==> config.mk <==
export PLATFORM = sky130hd
export DESIGN_NAME = fifo_drain_arbiter
export DESIGN_NICKNAME = d
export VERILOG_FILES = /design/src/rtl/fifo_drain_arbiter_pkg.sv /design/src/rtl/fifo_drain_arbiter.sv
export SDC_FILE = /design/constraint.sdc
export NUM_CORES = 1
export LEC_CHECK = 0
export ABC_AREA = 1
export CORE_UTILIZATION = 40
export DETAILED_ROUTE_END_ITERATION = 12
export GPL_ROUTABILITY_DRIVEN = 0
export PLACE_DENSITY = 0.81
export SLEW_MARGIN = 5
export SYNTH_ARGS = -nofsm -noshare
export SYNTH_HDL_FRONTEND = slang
export SYNTH_SLANG_ARGS = --single-unit
==> constraint.sdc <==
create_clock -name i_clock -period 2.3 [get_ports i_clock]
set_clock_uncertainty 0.05 [all_clocks]
set_input_delay 0.345 -clock i_clock [delete_from_list [all_inputs] [get_ports i_clock]]
set_output_delay 0.345 -clock i_clock [all_outputs]
set_load 0.01 [all_outputs]
==> src/rtl/fifo_drain_arbiter_pkg.sv <==
// fifo_drain_arbiter_pkg: state encoding and default sizing shared by the drain arbiter
package fifo_drain_arbiter_pkg;
   typedef enum logic {IDLE, SEND} state_t;
   localparam int DATAWIDTH = 8;
   localparam int BURSTLEN  = 16;
endpackage

==> src/rtl/fifo_drain_arbiter.sv <==
// fifo_drain_arbiter: round-robin bursts from two FWFT FIFOs into one registered byte sink
module fifo_drain_arbiter
   import fifo_drain_arbiter_pkg::*;
#(
   parameter int c_DATAWIDTH = DATAWIDTH,
   parameter int c_BURSTLEN  = BURSTLEN
) (
   input  logic                   i_clock,
   input  logic                   i_resetn,
   input  logic                   i_empty0,
   input  logic [c_DATAWIDTH-1:0] i_data0,
   output logic                   o_readen0,
   input  logic                   i_empty1,
   input  logic [c_DATAWIDTH-1:0] i_data1,
   output logic                   o_readen1,
   output logic [c_DATAWIDTH-1:0] o_data,
   output logic                   o_valid,
   input  logic                   i_ready,
   output logic                   o_grant,
   output logic                   o_busy
);
   localparam int CW = $clog2(c_BURSTLEN + 1);
   localparam logic [CW-1:0] MAX = CW'(c_BURSTLEN);
   state_t                 state_q;
   logic [c_DATAWIDTH-1:0] data_q, data_d;
   logic [CW-1:0]          cnt_q, cnt_d;
   logic                   grant_q, last_q, idle, pick, start, cont, pop, src;
   assign idle  = state_q == IDLE;
   assign pick  = (!i_empty0 && !i_empty1) ? ~last_q : i_empty0;
   assign start = idle && !(i_empty0 && i_empty1);
   // a transfer keeps the burst alive only while the granted FIFO still has data and the count allows
   assign cont  = !idle && i_ready && cnt_q < MAX && !(grant_q ? i_empty1 : i_empty0);
   assign pop   = i_resetn && (start || cont);
   assign src   = idle ? pick : grant_q;
   assign o_readen0 = pop && !src;
   assign o_readen1 = pop && src;
   assign data_d = src ? i_data1 : i_data0;
   assign cnt_d  = idle ? CW'(1) : cnt_q + CW'(1);
   always_ff @(posedge i_clock) begin
      if (!i_resetn) begin
         state_q <= IDLE;
         data_q  <= '0;
         cnt_q   <= '0;
         grant_q <= 1'b0;
         last_q  <= 1'b1;
      end else if (start) begin
         state_q <= SEND;
         grant_q <= pick;
         data_q  <= data_d;
         cnt_q   <= cnt_d;
      end else if (cont) begin
         data_q  <= data_d;
         cnt_q   <= cnt_d;
      end else if (!idle && i_ready) begin
         last_q  <= grant_q;
         state_q <= IDLE;
      end
   end
   assign o_data  = data_q;
   assign o_valid = state_q == SEND;
   assign o_busy  = !idle;
   assign o_grant = grant_q;
endmodule

==> results of run 1 <==
[synthesized netlist by cell type (all sizes together)]
library cell | number | area, um2
nand3 | 24 | 133
a21oi | 5 | 28.8
inv | 9 | 33.8
nand2 | 52 | 210
nor2 | 10 | 52.6
clkbuf | 1 | 3.75
ha | 1 | 12.5
o21ai | 3 | 18.8
nand4 | 2 | 12.5
nor3 | 1 | 5.00
buf | 3 | 23.8
nand3b | 1 | 7.51
dfxtp | 16 | 320
xnor2 | 1 | 8.76
[area by class of cell]
class                           count  area [um2]  share of cell area
Clock buffer                        4        36.3              0.0280
Inverter                            9        33.8              0.0261
Multi-Input combinational cell    100         493               0.380
Sequential cell                    16         322               0.248
Tap cell                           27        33.8              0.0261
Timing Repair Buffer               39         378               0.292
[cells by family (layout without fill, tap and decap cells)]
logic type | Yosys count | after routing | share of synthesized area
AO/OA/AOI/OAI | 8 | 8 | 0.0546
flip-flops | 16 | 16 | 0.368
AND/OR/NAND/NOR | 90 | 90 | 0.483
buffers and inverters | 13 | 52 | 0.0704
XOR/XNOR | 1 | 1 | 0.0101
adder cells (fa/ha/maj) | 1 | 1 | 0.0144
[registers in the layout, indices dropped and copies added (netlist names)]
name,flops
cnt_q,5
last_q,1
o_busy,1
o_data,8
o_grant,1
[critical path: cells and delay by family]
kind	cells	cell delay, ns
buf+inv	2	1.03
simple gates	6	0.45
[worst max-delay path by stage]
stage	startpoint	endpoint	slack, ns	cells past startpoint
2_1_floorplan	o_busy$_SDFFE_PN0P_	o_readen1	0.69	7
3_3_place_gp	i_empty1	o_readen1	-0.009	5
3_5_place_dp	i_empty1	o_readen1	-0.06	5
4_1_cts	i_ready	o_readen0	0.03	8
5_1_grt	i_ready	o_readen1	0.005	8
6_report	i_ready	o_readen1	0.07	8
[power by group]
part           internal [W]  switching [W]  total [W]  leakage [nW]
Combinational      0.000109       0.000101   0.000209         0.449
Clock             0.0000964      0.0000930   0.000189        0.0210
Sequential         0.000299      0.0000155   0.000315         0.132
Total              0.000504       0.000209   0.000714         0.602
[per-layer routing]
layer  GRT usage  share of wire  up-vias
met5           0              0        -
met4      0.0735          0.014        0
met3      0.0660          0.068        5
met2       0.299           0.45       29
met1       0.221           0.47      387
li1            -              -      493
[per-stage QoR]
step / total power, W / cell area, um2 / utilization
after floorplan: 0.000424 / 871 / -
after global placement: 0.000527 / 1250 / 0.626
after detailed placement: 0.000529 / 1250 / 0.626
after CTS: 0.000715 / 1290 / 0.644
after global routing: 0.000751 / 1300 / 0.648
final: 0.000714 / 1300 / 0.648
==> impl_metrics.csv, run 1 <==
group,metric,value,unit
worst_setup_path,path_class,"in -> out",
timing,setup_viol,0,
clock_network,cts_setup_buffers,0,
cells_and_area,final_cell_mix,"nand2_1 (48), clkdlybuf4s50_1 (32), nand3_1 (23)",
clock_network,h-tree-depth,1,
yosys,netlist_instances,129,
worst_hold_path,hp-class,"reg -> reg",
clock_network,tritoncts,"yes",
drt,dr.first_iter.drc_count,8,
worst_setup_path,slowest_delay,0.55,ns
drt,drt-pass1-iter-count,4,
job,drv_cap,0,
worst_setup_path,path_cells,"clkdlybuf4s50_1 > nand2_2 > nor2_4 > nand3_4 > nand2_4 > nand2_2 > nor2_1 > clkdlybuf4s50_1",
worst_hold_path,whs_endpoint,"o_data[1]$_SDFFE_PN0P_",
cells_and_area,stdcell_count,195,
clock_network,cts_buffers,3,
global_routing,first_global_vias,806,
pwr,power_density,550,mW/mm2
cells_and_area,layout_commonest_cell,"nand2_1",
timing,hold_viol,0,
drt,vias_per_cell,4.69,
clock_network,clockBufferDepth,2,
die,rows,16,
cells_and_area,drive_gt1_frac,0.125,
worst_setup_path,end_kind,"primary output",
yosys,netlist-cell-type-count,22,
placed_design,dp_hpwl,1.62,mm
worst_setup_path,rr_startpoint,"o_grant$_SDFFE_PN0P_",
clock_network,cts-hold-fix-buffers,0,
timing,whs,0.410,ns
worst_setup_path,r2r_end,"o_data[5]$_SDFFE_PN0P_",
worst_setup_path,ff2ff_path_depth,8,
timing,rsz0062_at_grt,"false",
drt,routed_wl,2.09,mm
worst_setup_path,crit_slowest_cell,"clkdlybuf4s50_1",
clock_network,cts_sinks,16,
yosys,ys_ff_latch,16,
placed_design,port_buffers,33,
cells_and_area,nFillCells,179,
clock_network,cts.clk_slew.worst_paths,0.10,ns
timing,maxSlewViolCount,0,
die,dieArea,0.00237,mm2
timing,fmax,449,MHz
global_routing,grt_max_degree,15,
clock_network,cts_root_buf,"clkbuf_4",
timing,relSlewSlack,0.768,
yosys,yosys_warnings,0,
worst_setup_path,ff2ff_setup_slack,0.90,ns
worst_setup_path,critical_path_required,1.90,ns
placed_design,dp_worst_setup_slack,-0.0577,ns
pwr,ir_drop,0.442,mV
global_routing,antenna_found_initial,0,
worst_hold_path,whs_path_depth,2,
yosys,ys_seq_area_frac,0.368,
die,initial_core_util,0.435,
timing,post-route-period-util,0.969,
die,core,0.00200,mm2
cells_and_area,diodes,0,
worst_setup_path,worstPathArrival,1.83,ns
drt,wl_per_cell,10.7,um
placed_design,placed_cells,191,
timing,fin_setup_tns,0,ns
cells_and_area,layout.nets,191,
yosys,synth_area,871,um2
yosys,syn-num-nets,151,
clock_network,clk_latency,0.29,ns
yosys,syn_avg_cell_area,6.75,um2
global_routing,grt_pass1_wl,3.44,mm
run_status,status,"completed",
global_routing,grt.overflow.total,0,
pwr,p_leak,0.602,nW
die,die_w,48.7,um
timing,setup_ws,0.0707,ns
drt,drc_errors,0,
worst_setup_path,crit_path_max_fanout,2,
timing,tightest_slew,0.347,ns
worst_hold_path,holdCritStartpoint,"o_data[1]$_SDFFE_PN0P_",
die,dieHeight,48.7,um
die,ioPinCount,34,
clock_network,cts-resized-gates,1,
worst_setup_path,worst_setup_path_start_kind,"input pin",
cells_and_area,areaGrowthSynthToFinish,48.9,%
global_routing,gr-usage-all-layers,0.185,
drt,ant_nets,0,
drt,vias,914,
timing,period_minus_slack,2.23,ns
Power figures use the tool's default switching activity.
==> inputs of run 2 (changes only) <==
- PLACE_DENSITY: 0.81 -> 0.8
==> impl_metrics.csv, run 2 (synthesized netlist as in run 1, its figures left out) <==
group,metric,value,unit
placed_design,placed_cells,191,
pwr,combPwrFrac,0.295,
cells_and_area,nFillCells,182,
worst_setup_path,slowest_delay,0.52,ns
cells_and_area,regArea,322,um2
cells_and_area,stdcell_count,195,
cells_and_area,drive_gt1_frac,0.125,
drt,drt-pass1-iter-count,4,
timing,setup_viol,0,
timing,maxSlewViolCount,0,
clock_network,cts-hold-fix-buffers,0,
placed_design,port_buffers,33,
worst_hold_path,hp-class,"reg -> reg",
worst_setup_path,crit_start,"i_empty1",
cells_and_area,layout_commonest_cell,"nand2_1",
global_routing,antenna_found_initial,0,
cells_and_area,post-route-util,0.649,
die,die_w,48.7,um
clock_network,cts_buffers,3,
worst_setup_path,worst_setup_path_start_kind,"input pin",
die,dieArea,0.00237,mm2
clock_network,clk_latency,0.28,ns
cells_and_area,final_cell_mix,"nand2_1 (48), clkdlybuf4s50_1 (31), nand3_1 (23)",
global_routing,gr-usage-all-layers,0.205,
clock_network,cts_setup_buffers,0,
placed_design,dp_hpwl,1.62,mm
worst_setup_path,rr_startpoint,"o_grant$_SDFFE_PN0P_",
drt,vias,934,
worst_setup_path,worstPathArrival,1.49,ns
timing,setup_ws,0.417,ns
worst_setup_path,crit_slowest_cell,"clkdlybuf4s50_1",
die,core,0.00200,mm2
pwr,power.share.clock,0.261,
drt,vias_per_cell,4.79,
clock_network,clockBufferDepth,2,
drt,routed_wl,2.16,mm
timing,tightest_slew,0.358,ns
clock_network,tritoncts,"yes",
timing,post-route-period-util,0.819,
pwr,p_leak,0.618,nW
worst_setup_path,path_cells,"clkdlybuf4s50_1 > inv_1 > o21ai_2 > nand2_4 > nand2_2 > a21oi_2 > dlymetal6s2s_1",
cells_and_area,layout.nets,191,
global_routing,first_global_vias,855,
pwr,power_density,548,mW/mm2
drt,ant_nets,0,
worst_setup_path,critical_path_required,1.90,ns
clock_network,h-tree-depth,1,
die,ioPinCount,34,
drt,wl_per_cell,11.1,um
drt,highest-signal-layer,"met4",
die,rows,16,
drt,drc_errors,0,
pwr,ir_drop,0.382,mV
global_routing,grt_max_degree,15,
global_routing,grt.overflow.total,0,
cells_and_area,multi_input_area,493,um2
cells_and_area,diodes,0,
drt,wl_met2,1.00,mm
timing,relSlewSlack,0.761,
timing,fmax,531,MHz
drt,dr.first_iter.drc_count,27,
clock_network,cts_sinks,16,
pwr,seq_power_share,0.444,
clock_network,cts_root_buf,"clkbuf_4",
pwr,p_int,0.000504,W
timing,period_minus_slack,1.88,ns
run_status,status,"completed",
cells_and_area,areaGrowthSynthToFinish,49.1,%
pwr,swShare,0.292,
drt,wl_met3,151,um
global_routing,grt_pass1_wl,3.76,mm
placed_design,dp_worst_setup_slack,-0.0792,ns
worst_setup_path,crit_path_max_fanout,3,
die,dieHeight,48.7,um
worst_hold_path,holdCritStartpoint,"o_data[3]$_SDFFE_PN0P_",
job,drv_cap,0,
timing,whs,0.404,ns
worst_setup_path,path_class,"in -> out",
die,initial_core_util,0.435,
pwr,p_sw,0.000208,W
cells_and_area,largest_reg_flops,8,
timing,rsz0062_at_grt,"false",
timing,hold_viol,0,
worst_setup_path,end_kind,"primary output",
clock_network,cts.clk_slew.worst_paths,0.09,ns
drt,wl_met1,990,um
run 2: cell types whose count changed in the layout (fill, tap and decap cells not counted), sizes merged:
| cell | before | now |
|---|---|---|
| dlymetal6s2s | 1 | 2 |
| clkdlybuf4s50 | 32 | 31 |
run 2: routing by layer:
metal  vias to the layer above  global-route usage
met1                       409               0.270
met4                         0              0.0882
met5                         -                   0
met3                         2              0.0472
met2                        30               0.317
li1                        493                   -
run 2: worst max-delay path: cells and delay by family:
family	cells	cell delay [ns]
buffers and inverters	3	0.78
AOI/OAI and AO/OA	2	0.21
and+or+nand+nor	2	0.14
run 2: worst paths after layout:
kind | endpoint | slack [ns] | cells after the start
worst min-delay path | o_data[3]$_SDFFE_PN0P_ | 0.40 | 2
worst max-delay path | o_readen0 | 0.42 | 7
worst min register to register | o_data[3]$_SDFFE_PN0P_ | 0.40 | 2
worst max register to register | o_data[2]$_SDFFE_PN0P_ | 0.91 | 8
run 2: repair_timing:
item | in CTS | in global routing
endpoints found under the setup margin | 1 | 2
resized for setup | 1 | 4
pin swaps | 0 | 0
endpoints found under the hold margin | 0 | 0
run 2: metrics by stage:
step | setup TNS [ns] | total power [W] | instance area [um2]
global route | 0 | 0.000754 | 1300
global placement | -0.00933 | 0.000528 | 1250
finish | 0 | 0.000712 | 1300
CTS | 0 | 0.000717 | 1290
floorplan | 0 | 0.000424 | 871
detailed placement | -0.0792 | 0.000531 | 1250
run 2: final cells by class:
class,count,area share
multi-input cells,100,0.380
well taps,27,0.0260
clock buffers,4,0.0279
flip-flops and latches,16,0.248
repair buffers,39,0.293
inverters,9,0.0260
run 2: power by group through the flow:
stage	clock network [W]	logic, W	registers [W]
finish	0.000186	0.000210	0.000316
detailed placement	0	0.000210	0.000321
global placement	0	0.000207	0.000320
global route	0.000204	0.000231	0.000320
floorplan	0	0.0000967	0.000327
CTS	0.000190	0.000211	0.000315
==> inputs of run 3 (changes only) <==
- clock period: 2.3 -> 1.9 ns (I/O delays scaled with it)
==> impl_metrics.csv, run 3 (synthesized netlist as in run 1, its figures left out) <==
group,metric,value,unit
run_status,status,"completed",
placed_design,dp_hpwl,1.65,mm
worst_setup_path,ff2ff_setup_slack,0.52,ns
cells_and_area,stdcell_count,195,
worst_hold_path,whs_endpoint,"o_data[6]$_SDFFE_PN0P_",
timing,fmax,576,MHz
worst_setup_path,worst_setup_path_start_kind,"input pin",
clock_network,cts_sinks,16,
cells_and_area,multi_input_area,489,um2
worst_setup_path,r2r_end,"o_data[2]$_SDFFE_PN0P_",
worst_hold_path,holdCritStartpoint,"o_data[6]$_SDFFE_PN0P_",
global_routing,grt_pass1_wl,3.77,mm
drt,drt-pass1-iter-count,4,
cells_and_area,layout.nets,192,
worst_setup_path,crit_path_max_fanout,3,
worst_setup_path,ff2ff_path_depth,7,
pwr,p_leak,0.584,nW
placed_design,placed_cells,192,
drt,wl_per_cell,11.2,um
clock_network,clockBufferDepth,2,
drt,drc_errors,0,
worst_setup_path,rr_startpoint,"o_busy$_SDFFE_PN0P_",
die,ioPinCount,34,
cells_and_area,layout_commonest_cell,"nand2_1",
clock_network,h-tree-depth,1,
pwr,ir_drop,0.343,mV
cells_and_area,largest_reg_flops,8,
drt,vias_per_cell,4.93,
drt,ant_nets,0,
drt,dr.first_iter.drc_count,15,
cells_and_area,post-route-util,0.636,
placed_design,port_buffers,33,
die,initial_core_util,0.435,
pwr,power_density,635,mW/mm2
cells_and_area,nFillCells,168,
worst_setup_path,path_class,"in -> out",
die,die_w,48.7,um
worst_hold_path,whs_path_depth,2,
die,dieHeight,48.7,um
cells_and_area,drive_gt1_frac,0.131,
timing,setup_viol,0,
timing,tightest_slew,0.283,ns
die,rows,16,
global_routing,first_global_vias,919,
cells_and_area,regArea,322,um2
drt,vias,962,
timing,period_minus_slack,1.74,ns
timing,maxSlewViolCount,0,
worst_setup_path,end_kind,"primary output",
clock_network,cts.clk_slew.worst_paths,0.09,ns
timing,hold_viol,0,
clock_network,cts_buffers,3,
clock_network,clk_latency,0.27,ns
job,drv_cap,0,
clock_network,tritoncts,"yes",
worst_hold_path,hp-class,"reg -> reg",
cells_and_area,areaGrowthSynthToFinish,46.3,%
cells_and_area,final_cell_mix,"nand2_1 (48), clkdlybuf4s50_1 (31), nand3_1 (23)",
timing,rsz0062_at_grt,"false",
die,dieArea,0.00237,mm2
global_routing,gr-usage-all-layers,0.200,
clock_network,cts_root_buf,"clkbuf_4",
worst_setup_path,critical_path_required,1.56,ns
timing,relSlewSlack,0.810,
timing,post-route-period-util,0.913,
global_routing,grt.overflow.total,0,
die,core,0.00200,mm2
global_routing,grt_max_degree,15,
worst_setup_path,worstPathArrival,1.40,ns
clock_network,cts_setup_buffers,0,
cells_and_area,diodes,0,
drt,routed_wl,2.18,mm
global_routing,antenna_found_initial,0,
==> run 3: worst max path at each step <==
stage | from | to | slack (ns) | depth (start not counted)
finish | i_empty1 | o_readen0 | 0.16 | 7
floorplan | o_busy$_SDFFE_PN0P_ | o_readen1 | 0.35 | 7
CTS | i_empty0 | o_readen0 | 0.02 | 7
global route | i_ready | o_readen1 | 0.09 | 8
global placement | i_empty1 | o_readen1 | -0.31 | 5
detailed placement | i_empty1 | o_readen1 | -0.31 | 5
==> run 3: worst max-delay path: stages <==
cell             delay (ns)
clkdlybuf4s50_1        0.50
inv_1                  0.08
o21ai_2                0.20
nand2_4                0.07
nand2_2                0.08
a21oi_2                0.04
clkbuf_2               0.14
==> run 3: cell type report <==
class                      instances  share of cell area
multi-input combinational        100               0.384
timing repair buffer              40               0.293
sequential                        16               0.252
inverter                           9              0.0265
tap                               27              0.0265
clock buffer                       3              0.0177
==> run 3: per-stage QoR <==
stage                     instance area [um2]  hold WS (ns)  TNS (ns)  power [W]  setup slack [ns]
after global routing                     1270         0.443         0   0.000858            0.0897
after CTS                                1280         0.416         0   0.000816            0.0173
after global placement                   1260         0.387    -0.548   0.000642            -0.309
after detailed placement                 1260         0.391    -0.547   0.000646            -0.307
final                                    1270         0.412         0   0.000809             0.165
after floorplan                           871         0.359         0   0.000513             0.350
==> run 3: what timing repair did <==
item                       CTS  global route
pin swaps                    0             1
gates resized for setup      4             4
hold buffers                 0             0
setup endpoints to repair    2             2
==> run 3: routing by layer <==
metal | part of all wire | GRT usage
met2 | 0.48 | 0.347
met5 | 0 | 0
met4 | 0.0087 | 0.0784
met3 | 0.057 | 0.0440
met1 | 0.46 | 0.238
==> run 3: where the power goes <==
part | switching (W) | internal, W | leakage, nW
clock | 0.0000981 | 0.0000732 | 0.0138
sequential | 0.0000206 | 0.000362 | 0.132
combinational | 0.000124 | 0.000131 | 0.439
total | 0.000242 | 0.000567 | 0.584
